==> src/rtl/regfile_writeback.sv <==
// Write-side front end for the 32x32 register file. ALU results and buffered
// load results share the single registered write port. A starvation counter
// makes sure loads drain, and hazard flags report registers with pending writes.
module regfile_writeback #(
  parameter int unsigned N            = 32,
  parameter int unsigned DEPTH        = 4,
  parameter int unsigned STARVE_LIMIT = 3,
  parameter bit          DROP_X0      = 1'b1
) (
  input  logic                     clk_i,
  input  logic                     rst_i,
  input  logic                     alu_valid_i,
  output logic                     alu_ready_o,
  input  logic [4:0]               alu_rd_i,
  input  logic [N-1:0]             alu_data_i,
  input  logic                     ld_valid_i,
  output logic                     ld_ready_o,
  input  logic [4:0]               ld_rd_i,
  input  logic [N-1:0]             ld_data_i,
  input  logic [4:0]               query_rs1_i,
  input  logic [4:0]               query_rs2_i,
  output logic                     hazard_rs1_o,
  output logic                     hazard_rs2_o,
  output logic [4:0]               rd_o,
  output logic [N-1:0]             write_data_o,
  output logic                     mem_write_o,
  output logic [$clog2(DEPTH):0]   fifo_count_o
);

  localparam int unsigned PtrW = $clog2(DEPTH);
  localparam int unsigned CntW = PtrW + 1;
  localparam int unsigned StW  = $clog2(STARVE_LIMIT + 1);
  localparam logic [CntW-1:0] CntFull = CntW'(DEPTH);
  localparam logic [StW-1:0]  StLimit = StW'(STARVE_LIMIT);

  // Load FIFO storage and control
  logic [4:0]      fifo_rd_q   [DEPTH];
  logic [N-1:0]    fifo_data_q [DEPTH];
  logic [PtrW-1:0] wr_ptr_q, rd_ptr_q;
  logic [CntW-1:0] count_q, count_d;
  logic [StW-1:0]  starve_q, starve_d;

  // Output stage
  logic [4:0]   rd_q, rd_d;
  logic [N-1:0] wdata_q, wdata_d;
  logic         mem_write_q, mem_write_d;

  logic             fifo_empty, fifo_full, starved;
  logic             push, pop, grant_ld, alu_xfer, win;
  logic [4:0]       win_rd;
  logic [N-1:0]     win_data;
  logic [DEPTH-1:0] entry_valid;

  // Handshakes and arbitration between the ALU and the FIFO head
  always_comb begin
    fifo_empty  = (count_q == '0);
    fifo_full   = (count_q == CntFull);
    starved     = !fifo_empty && (starve_q == StLimit);
    ld_ready_o  = !rst_i && !fifo_full;
    alu_ready_o = !rst_i && !starved;
    push        = ld_valid_i && ld_ready_o;
    grant_ld    = !rst_i && !fifo_empty && (!alu_valid_i || starve_q == StLimit);
    alu_xfer    = alu_valid_i && alu_ready_o;
    pop         = grant_ld;
    win         = grant_ld || alu_xfer;
    win_rd      = grant_ld ? fifo_rd_q[rd_ptr_q]   : alu_rd_i;
    win_data    = grant_ld ? fifo_data_q[rd_ptr_q] : alu_data_i;
  end

  // Next-state for occupancy, starvation counter and the write port
  always_comb begin
    count_d = count_q;
    unique case ({push, pop})
      2'b10:   count_d = count_q + CntW'(1);
      2'b01:   count_d = count_q - CntW'(1);
      default: count_d = count_q;
    endcase

    starve_d = starve_q;
    if (fifo_empty || grant_ld) begin
      starve_d = '0;
    end else if (alu_xfer && starve_q != StLimit) begin
      starve_d = starve_q + StW'(1);
    end

    // A dropped x0 write still consumes its source; only the enable is suppressed
    rd_d        = win ? win_rd : rd_q;
    wdata_d     = win ? win_data : wdata_q;
    mem_write_d = win && !(DROP_X0 && win_rd == 5'd0);
  end

  // Control state with synchronous reset
  always_ff @(posedge clk_i) begin
    if (rst_i) begin
      wr_ptr_q    <= '0;
      rd_ptr_q    <= '0;
      count_q     <= '0;
      starve_q    <= '0;
      rd_q        <= '0;
      wdata_q     <= '0;
      mem_write_q <= 1'b0;
    end else begin
      if (push) wr_ptr_q <= wr_ptr_q + PtrW'(1);
      if (pop)  rd_ptr_q <= rd_ptr_q + PtrW'(1);
      count_q     <= count_d;
      starve_q    <= starve_d;
      rd_q        <= rd_d;
      wdata_q     <= wdata_d;
      mem_write_q <= mem_write_d;
    end
  end

  // FIFO payload storage; contents are meaningless outside the occupied window
  always_ff @(posedge clk_i) begin
    if (push) begin
      fifo_rd_q[wr_ptr_q]   <= ld_rd_i;
      fifo_data_q[wr_ptr_q] <= ld_data_i;
    end
  end

  // An entry is live when its distance from the head is below the occupancy
  always_comb begin
    entry_valid = '0;
    for (int unsigned i = 0; i < DEPTH; i++) begin
      entry_valid[i] = ({1'b0, PtrW'(i) - rd_ptr_q} < count_q);
    end
  end

  // Hazard flags: live FIFO entries plus the write currently at the port
  always_comb begin
    hazard_rs1_o = mem_write_q && (rd_q == query_rs1_i);
    hazard_rs2_o = mem_write_q && (rd_q == query_rs2_i);
    for (int unsigned i = 0; i < DEPTH; i++) begin
      if (entry_valid[i] && fifo_rd_q[i] == query_rs1_i) hazard_rs1_o = 1'b1;
      if (entry_valid[i] && fifo_rd_q[i] == query_rs2_i) hazard_rs2_o = 1'b1;
    end
    if (DROP_X0 && query_rs1_i == 5'd0) hazard_rs1_o = 1'b0;
    if (DROP_X0 && query_rs2_i == 5'd0) hazard_rs2_o = 1'b0;
  end

  assign rd_o         = rd_q;
  assign write_data_o = wdata_q;
  assign mem_write_o  = mem_write_q;
  assign fifo_count_o = count_q;

endmodule

==> config.mk <==
export PLATFORM = sky130hd
export DESIGN_NAME = regfile_writeback
export DESIGN_NICKNAME = d
export VERILOG_FILES = /design/src/rtl/regfile_writeback.sv
export SDC_FILE = /design/constraint.sdc
export NUM_CORES = 1
export LEC_CHECK = 0
export BUFFER_PORTS_ARGS = -buffer_cell sky130_fd_sc_hd__clkbuf_2
export CORE_ASPECT_RATIO = 1.5
export CORE_UTILIZATION = 45
export CTS_CLUSTER_SIZE = 8
export DETAILED_ROUTE_END_ITERATION = 8
export PLACE_DENSITY = 0.68
export SLEW_MARGIN = 0
export SYNTH_ARGS = -nofsm -noshare
export SYNTH_HDL_FRONTEND = slang
export SYNTH_SLANG_ARGS = --single-unit
==> constraint.sdc <==
create_clock -name clk_i -period 5.99 [get_ports clk_i]
set_input_delay 0.2995 -clock clk_i [delete_from_list [all_inputs] [get_ports clk_i]]
set_output_delay 0.2995 -clock clk_i [all_outputs]
set_load 0.005 [all_outputs]
* After elaboration in Yosys (flattened, before gate mapping) *
Memory sizes are Yosys's and may differ from the RTL's. A register that Yosys moved wholly into a read port is not among the register bits.
Cells that the tools add are included.

storage, ports and cells
  bits in writable memories = 148
  bits in read-only memories = 0
  flip-flop bits (word level) = 47
  memories kept = 2
  latch bits = 0

memory list
  memory       words  bits a word  rd ports  clocked after memory_dff  wr ports  RTL line  text
  fifo_data_q  4      32           1         1                         1         38        logic [N-1:0] fifo_data_q [DEPTH];
  fifo_rd_q    4      5            5         1                         1         37        logic [4:0] fifo_rd_q [DEPTH];

cells by class
  $add $sub $neg = 9
  order comparisons = 4
  divide/modulo/power cells = 0
  equal/unequal tests = 15
  shift operators = 0
  multiplexer cells = 19
  reduce and logical (&&, ||, !) cells = 34
  bitwise logic cells = 0
  $mul = 0

operators by type and width
  kind                                               count
  == test 5 bit                                      10
  2-to-1 mux 32 bit                                  1
  logical AND 1 bit                                  19
  logical NOT 5 bit                                  3
  < comparator 2 x 3 -> 1 bit                        4
  2-to-1 mux 1 bit                                   12
  2-to-1 mux 2 bit                                   4
  adder 2 x 1 -> 2 bit (second input constant)       3
  logical NOT 1 bit                                  6
  one-hot mux 3 bit (2 select lines)                 1
  2-to-1 mux 5 bit                                   1
  == test 2 bit (second input constant)              2
  subtractor 1 x 2 -> 2 bit (first input constant)   2
  subtractor 2 bit (first input constant)            2
  adder 3 x 1 -> 3 bit (second input constant)       1
  == test 3 bit (second input constant)              1
  logical NOT 3 bit                                  1
  logical OR 1 bit                                   3
  subtractor 3 x 1 -> 3 bit (second input constant)  1
  == test 2 x 1 -> 1 bit (second input constant)     1
  != test 2 bit (second input constant)              1
  nonzero test 2 bit                                 1
  OR reduction 2 bit                                 1

* Longest topological paths before layout *
  depth in word-level cells = 8
  mapped depth = 11

* Worst setup path before layout *
No wires, ideal clock.

  path type = register to register
  start point = register count_q[0] (netlist: fifo_count_o[0])
  end point = register count_q[2] (netlist: fifo_count_o[2])
  path slack = 3.619 ns
  library setup time = 0.071 ns
  buffers on the path = 2
  clock period less this slack = 2.371 ns
  data required time = 5.919 ns
  stages on the path, launching flop included = 11
  arrival time = 2.300 ns
  path through = dfxtp_1 > nor3_2 > nor3_4 > buf_8 > buf_12 > ha_1 > inv_1 > fa_1 > xor2_1 > or3_1 > a21oi_1

on the way
  cells in the longest elaborated chain, start to end = 6
  elaborated cells between the ends (all ways) = 14
  classes of those cells = add/sub (2); eq/ne (3); mux (1); reduce/logical (8)

ends and longest elaborated chain
  item                                                                      RTL line  text
  from (decl)                                                               40        logic [CntW-1:0] count_q, count_d;
  from (signal assigned)                                                    105       count_q <= count_d;
  == test 3 bit or logical NOT 3 bit (tied branches)                        57, 56
  logical NOT 1 bit (on tied branches)                                      59, 62
  logical AND 1 bit (on tied branches)                                      59, 62
  logical AND 1 bit (on tied branches)                                      61, 62
  == test 2 x 1 -> 1 bit or == test 2 bit (tied branches)                   73        unique case ({push, pop})
  one-hot mux 3 bit (2 select lines) or nonzero test 2 bit (tied branches)  n/a

Parallel ways exist; a longest one is shown, timed or not.
A chain may end at the register's enable or synchronous reset.

* Worst setup path after layout *
  start point = input rst_i
  end point = register count_q[2] (netlist: fifo_count_o[2])

on the way
  cells in the longest elaborated chain, start to end = 5
  elaborated cells between the ends (all ways) = 9
  classes of those cells = eq/ne (2); mux (1); reduce/logical (6)

ends and longest elaborated chain
  item                                                                      RTL line  text
  from (decl)                                                               11        input logic rst_i,
  logical NOT 1 bit                                                         59, 62
  logical AND 1 bit (on tied branches)                                      62, 59
  logical AND 1 bit (on tied branches)                                      62, 61
  == test 2 x 1 -> 1 bit or == test 2 bit (tied branches)                   73
  one-hot mux 3 bit (2 select lines) or nonzero test 2 bit (tied branches)  n/a

Parallel ways exist; a longest one is shown, timed or not.

==> run metrics <==
Initial Utilization=46.2%; crit path launch type=input pin; Syn Area/Cell=15.9 sq um; num rows=60; cts hold-fix bufs=0; number of fill cells in the layout=1508; Crit path top cell by count=inv_1; maximum VDD drop=0.224 mV; Final Worst Setup Slack=3.29 ns; CP Max Fanout=50; critical path required time=6.33 ns; vias in the first global route=4973; mapped cell area=8330 sq um; drt initial violations=179; Setup Skew=0.00880 ns; final non-filler cell total=873; Area growth syn-to-layout=16.1%; count of cell types in the netlist=41; CTS sink count=197; Area after DPL=9080 sq um; Vias=4833; # setup viols final=0; Synth Net Count=624; cts bufs inserted=17; worst-skew pair later-pin latency=0.43 ns; static leakage=3.45 nW; Setup TNS Final=0 ns; chip width=113 um; initial antenna violation count=1; Clock Root Buffer=clkbuf_16; ANT nets after route=0; All-Layer GR Usage=19.1%; Final Instance Area=9670 sq um; die footprint=19100 sq um; CTS tree=built; Routed WL per cell=20.0 um; ratio of cells with drive above 1 in the final layout=31.9%; CP endpoint kind=register; Post-CTS Resized=0; crit-path cells=clkbuf_2 -> a31oi_1 -> and2_1 -> inv_1 -> ha_1 -> inv_1 -> fa_1 -> xor2_1 -> or3_1 -> a21oi_1; CP arrival=3.05 ns; yosys warns=0; first-pass GRT wire length=26800 um; top cell family by delay on the critical path=buffers and inverters; largest net degree at the start of global routing=51; CP peak stage delay=0.86 ns; IO Count=133; Final #Nets=742; sequential share of the synthesized area=65.2%; PwrDens=317 nW/um^2; Final min period=2.70 ns; Hold Violations, Final=0; RD Place Congestion=0.894; DRC violations left=0; highest clock rate=370 MHz; pre-CTS WS=2.87 ns; clock slew at reported path FFs=0.07 ns; WL final=17500 um; CP max-delay cell=clkbuf_2; Pins Over Slew Limit=0; H-tree depth=4; post-detail-place hpwl=11700 um; status=finished clean; CP bufs+invs=3; gr ovfl total=0; maxcap violations=0; Longest Clk Path Bufs=2; Die Y=169 um; PortBufs=132; unrepaired setup endpoints after global routing=no; critical path class=input pin to register; measured slew at the worst slew-check pin=1.18 ns; core area=18000 sq um; Synth Instances=525; Hold WC Path Type=input pin to register; #FFs+latches synth=197; Setup Fix Bufs, Post-CTS=0; Pre-antenna DRT Iters=5; placed insts=841; Via density=5.54; Rel. slew slack=21.5%; Tcrit/Tclk final=45.2%
-- cell families (layout without fill, tap and decap cells) --
group / count (synthesis) / in the layout / synth area share (%)
adder cells (fa/ha/maj): 11 / 11 / 1.74
AND/OR/NAND/NOR: 87 / 87 / 5.03
AO/OA/AOI/OAI: 56 / 56 / 4.85
XOR/XNOR: 56 / 56 / 5.89
multiplexers: 74 / 74 / 14.5
flip-flops: 197 / 197 / 65.2
other: 0 / 1 / 0
buffers and inverters: 44 / 174 / 2.87
-- report_power, final --
part | leakage (nW) | switching [W] | internal [W]
Combinational | 1.42 | 0.000201 | 0.000164
Sequential | 1.75 | 0.0000443 | 0.00154
Clock | 0.282 | 0.000481 | 0.000636
-- final cells by class --
type	instances	area [sq um]	area share (%)
multi-input cells	284	2670	27.6
repair buffers	135	683	7.07
inverters	8	30.0	0.311
clock inverters	11	124	1.28
flip-flops and latches	197	5430	56.2
clock buffers	20	457	4.72
diodes	1	2.50	0.0259
well taps	217	272	2.81
-- Yosys cell counts, drive strengths merged --
cell,number,area (sq um)
edfxtp,148,4440
dfxtp,49,981
nor2,49,184
xor2,38,333
a211oi,37,278
mux2i,37,370
mux4,37,833
clkbuf,25,95.1
xnor2,18,158
buf,11,114
ha,10,125
nor3,10,66.3
inv,8,30.0
a21oi,6,30.0
and3,6,37.5
nand4,6,37.5
nand2,3,11.3
o211ai,3,22.5
a31oi,2,12.5
nand2b,2,12.5
nand3,2,10.0
nor4,2,12.5
o21bai,2,15.0
o22a,2,17.5
or3,2,12.5
or4,2,15.0
a21boi,1,7.51
and2,1,6.26
fa,1,20.0
nor2b,1,6.26
o2111ai,1,8.76
o21ai,1,5.00
o31ai,1,7.51
or2b,1,7.51
-- layout by cell type, fill, tap and decap left out, drive strengths merged, types with 3 or more instances in the layout --
cell / synthesis / layout
a21oi: 6 / 6
clkbuf: 25 / 152
nand4: 6 / 6
and3: 6 / 6
clkinv: 0 / 5
nor2: 49 / 49
mux4: 37 / 37
a211oi: 37 / 37
o211ai: 3 / 3
inv: 8 / 11
nor3: 10 / 10
edfxtp: 148 / 148
xnor2: 18 / 18
buf: 11 / 3
dfxtp: 49 / 49
xor2: 38 / 38
ha: 10 / 10
mux2i: 37 / 37
nand2: 3 / 3
-- flip-flops by register name, summed over array words and instances, names as in the netlist, named ones only --
name / count
fifo_count_o: 3
fifo_data_q: 128
fifo_rd_q: 20
mem_write_o: 1
rd_o: 5
rd_ptr_q: 2
starve_q: 2
wr_ptr_q: 2
write_data_o: 32
-- layer usage --
| layer | track usage, % | up-vias | wire (um) |
|---|---|---|---|
| li1 | - | 2253 | - |
| met2 | 35.8 | 123 | 9710 |
| met3 | 4.40 | 23 | 737 |
| met4 | 7.04 | 0 | 347 |
| met1 | 20.8 | 2434 | 6690 |
| met5 | 0 | - | 0 |
-- through the flow --
stage,utilization (%),hold WS [ns],power [W]
CTS,53.6,0.0695,0.00309
detailed placement,50.4,0.430,0.00198
global placement,50.4,0.404,0.00197
global route,53.6,0.0702,0.00318
floorplan,-,0.396,0.00185
finish,53.6,0.0835,0.00307
-- worst paths after layout --
kind | startpoint | end | slack, ns | cells past startpoint
worst max-delay path | rst_i | fifo_count_o[2] | 3.29 | 10
worst max register to register | fifo_count_o[2] | fifo_count_o[2] | 3.44 | 9
worst min register to register | starve_q[0] | starve_q[0] | 0.43 | 1
worst min-delay path | ld_data_i[29] | fifo_data_q[0][29] | 0.08 | 1
Power figures use the tool's default switching activity.
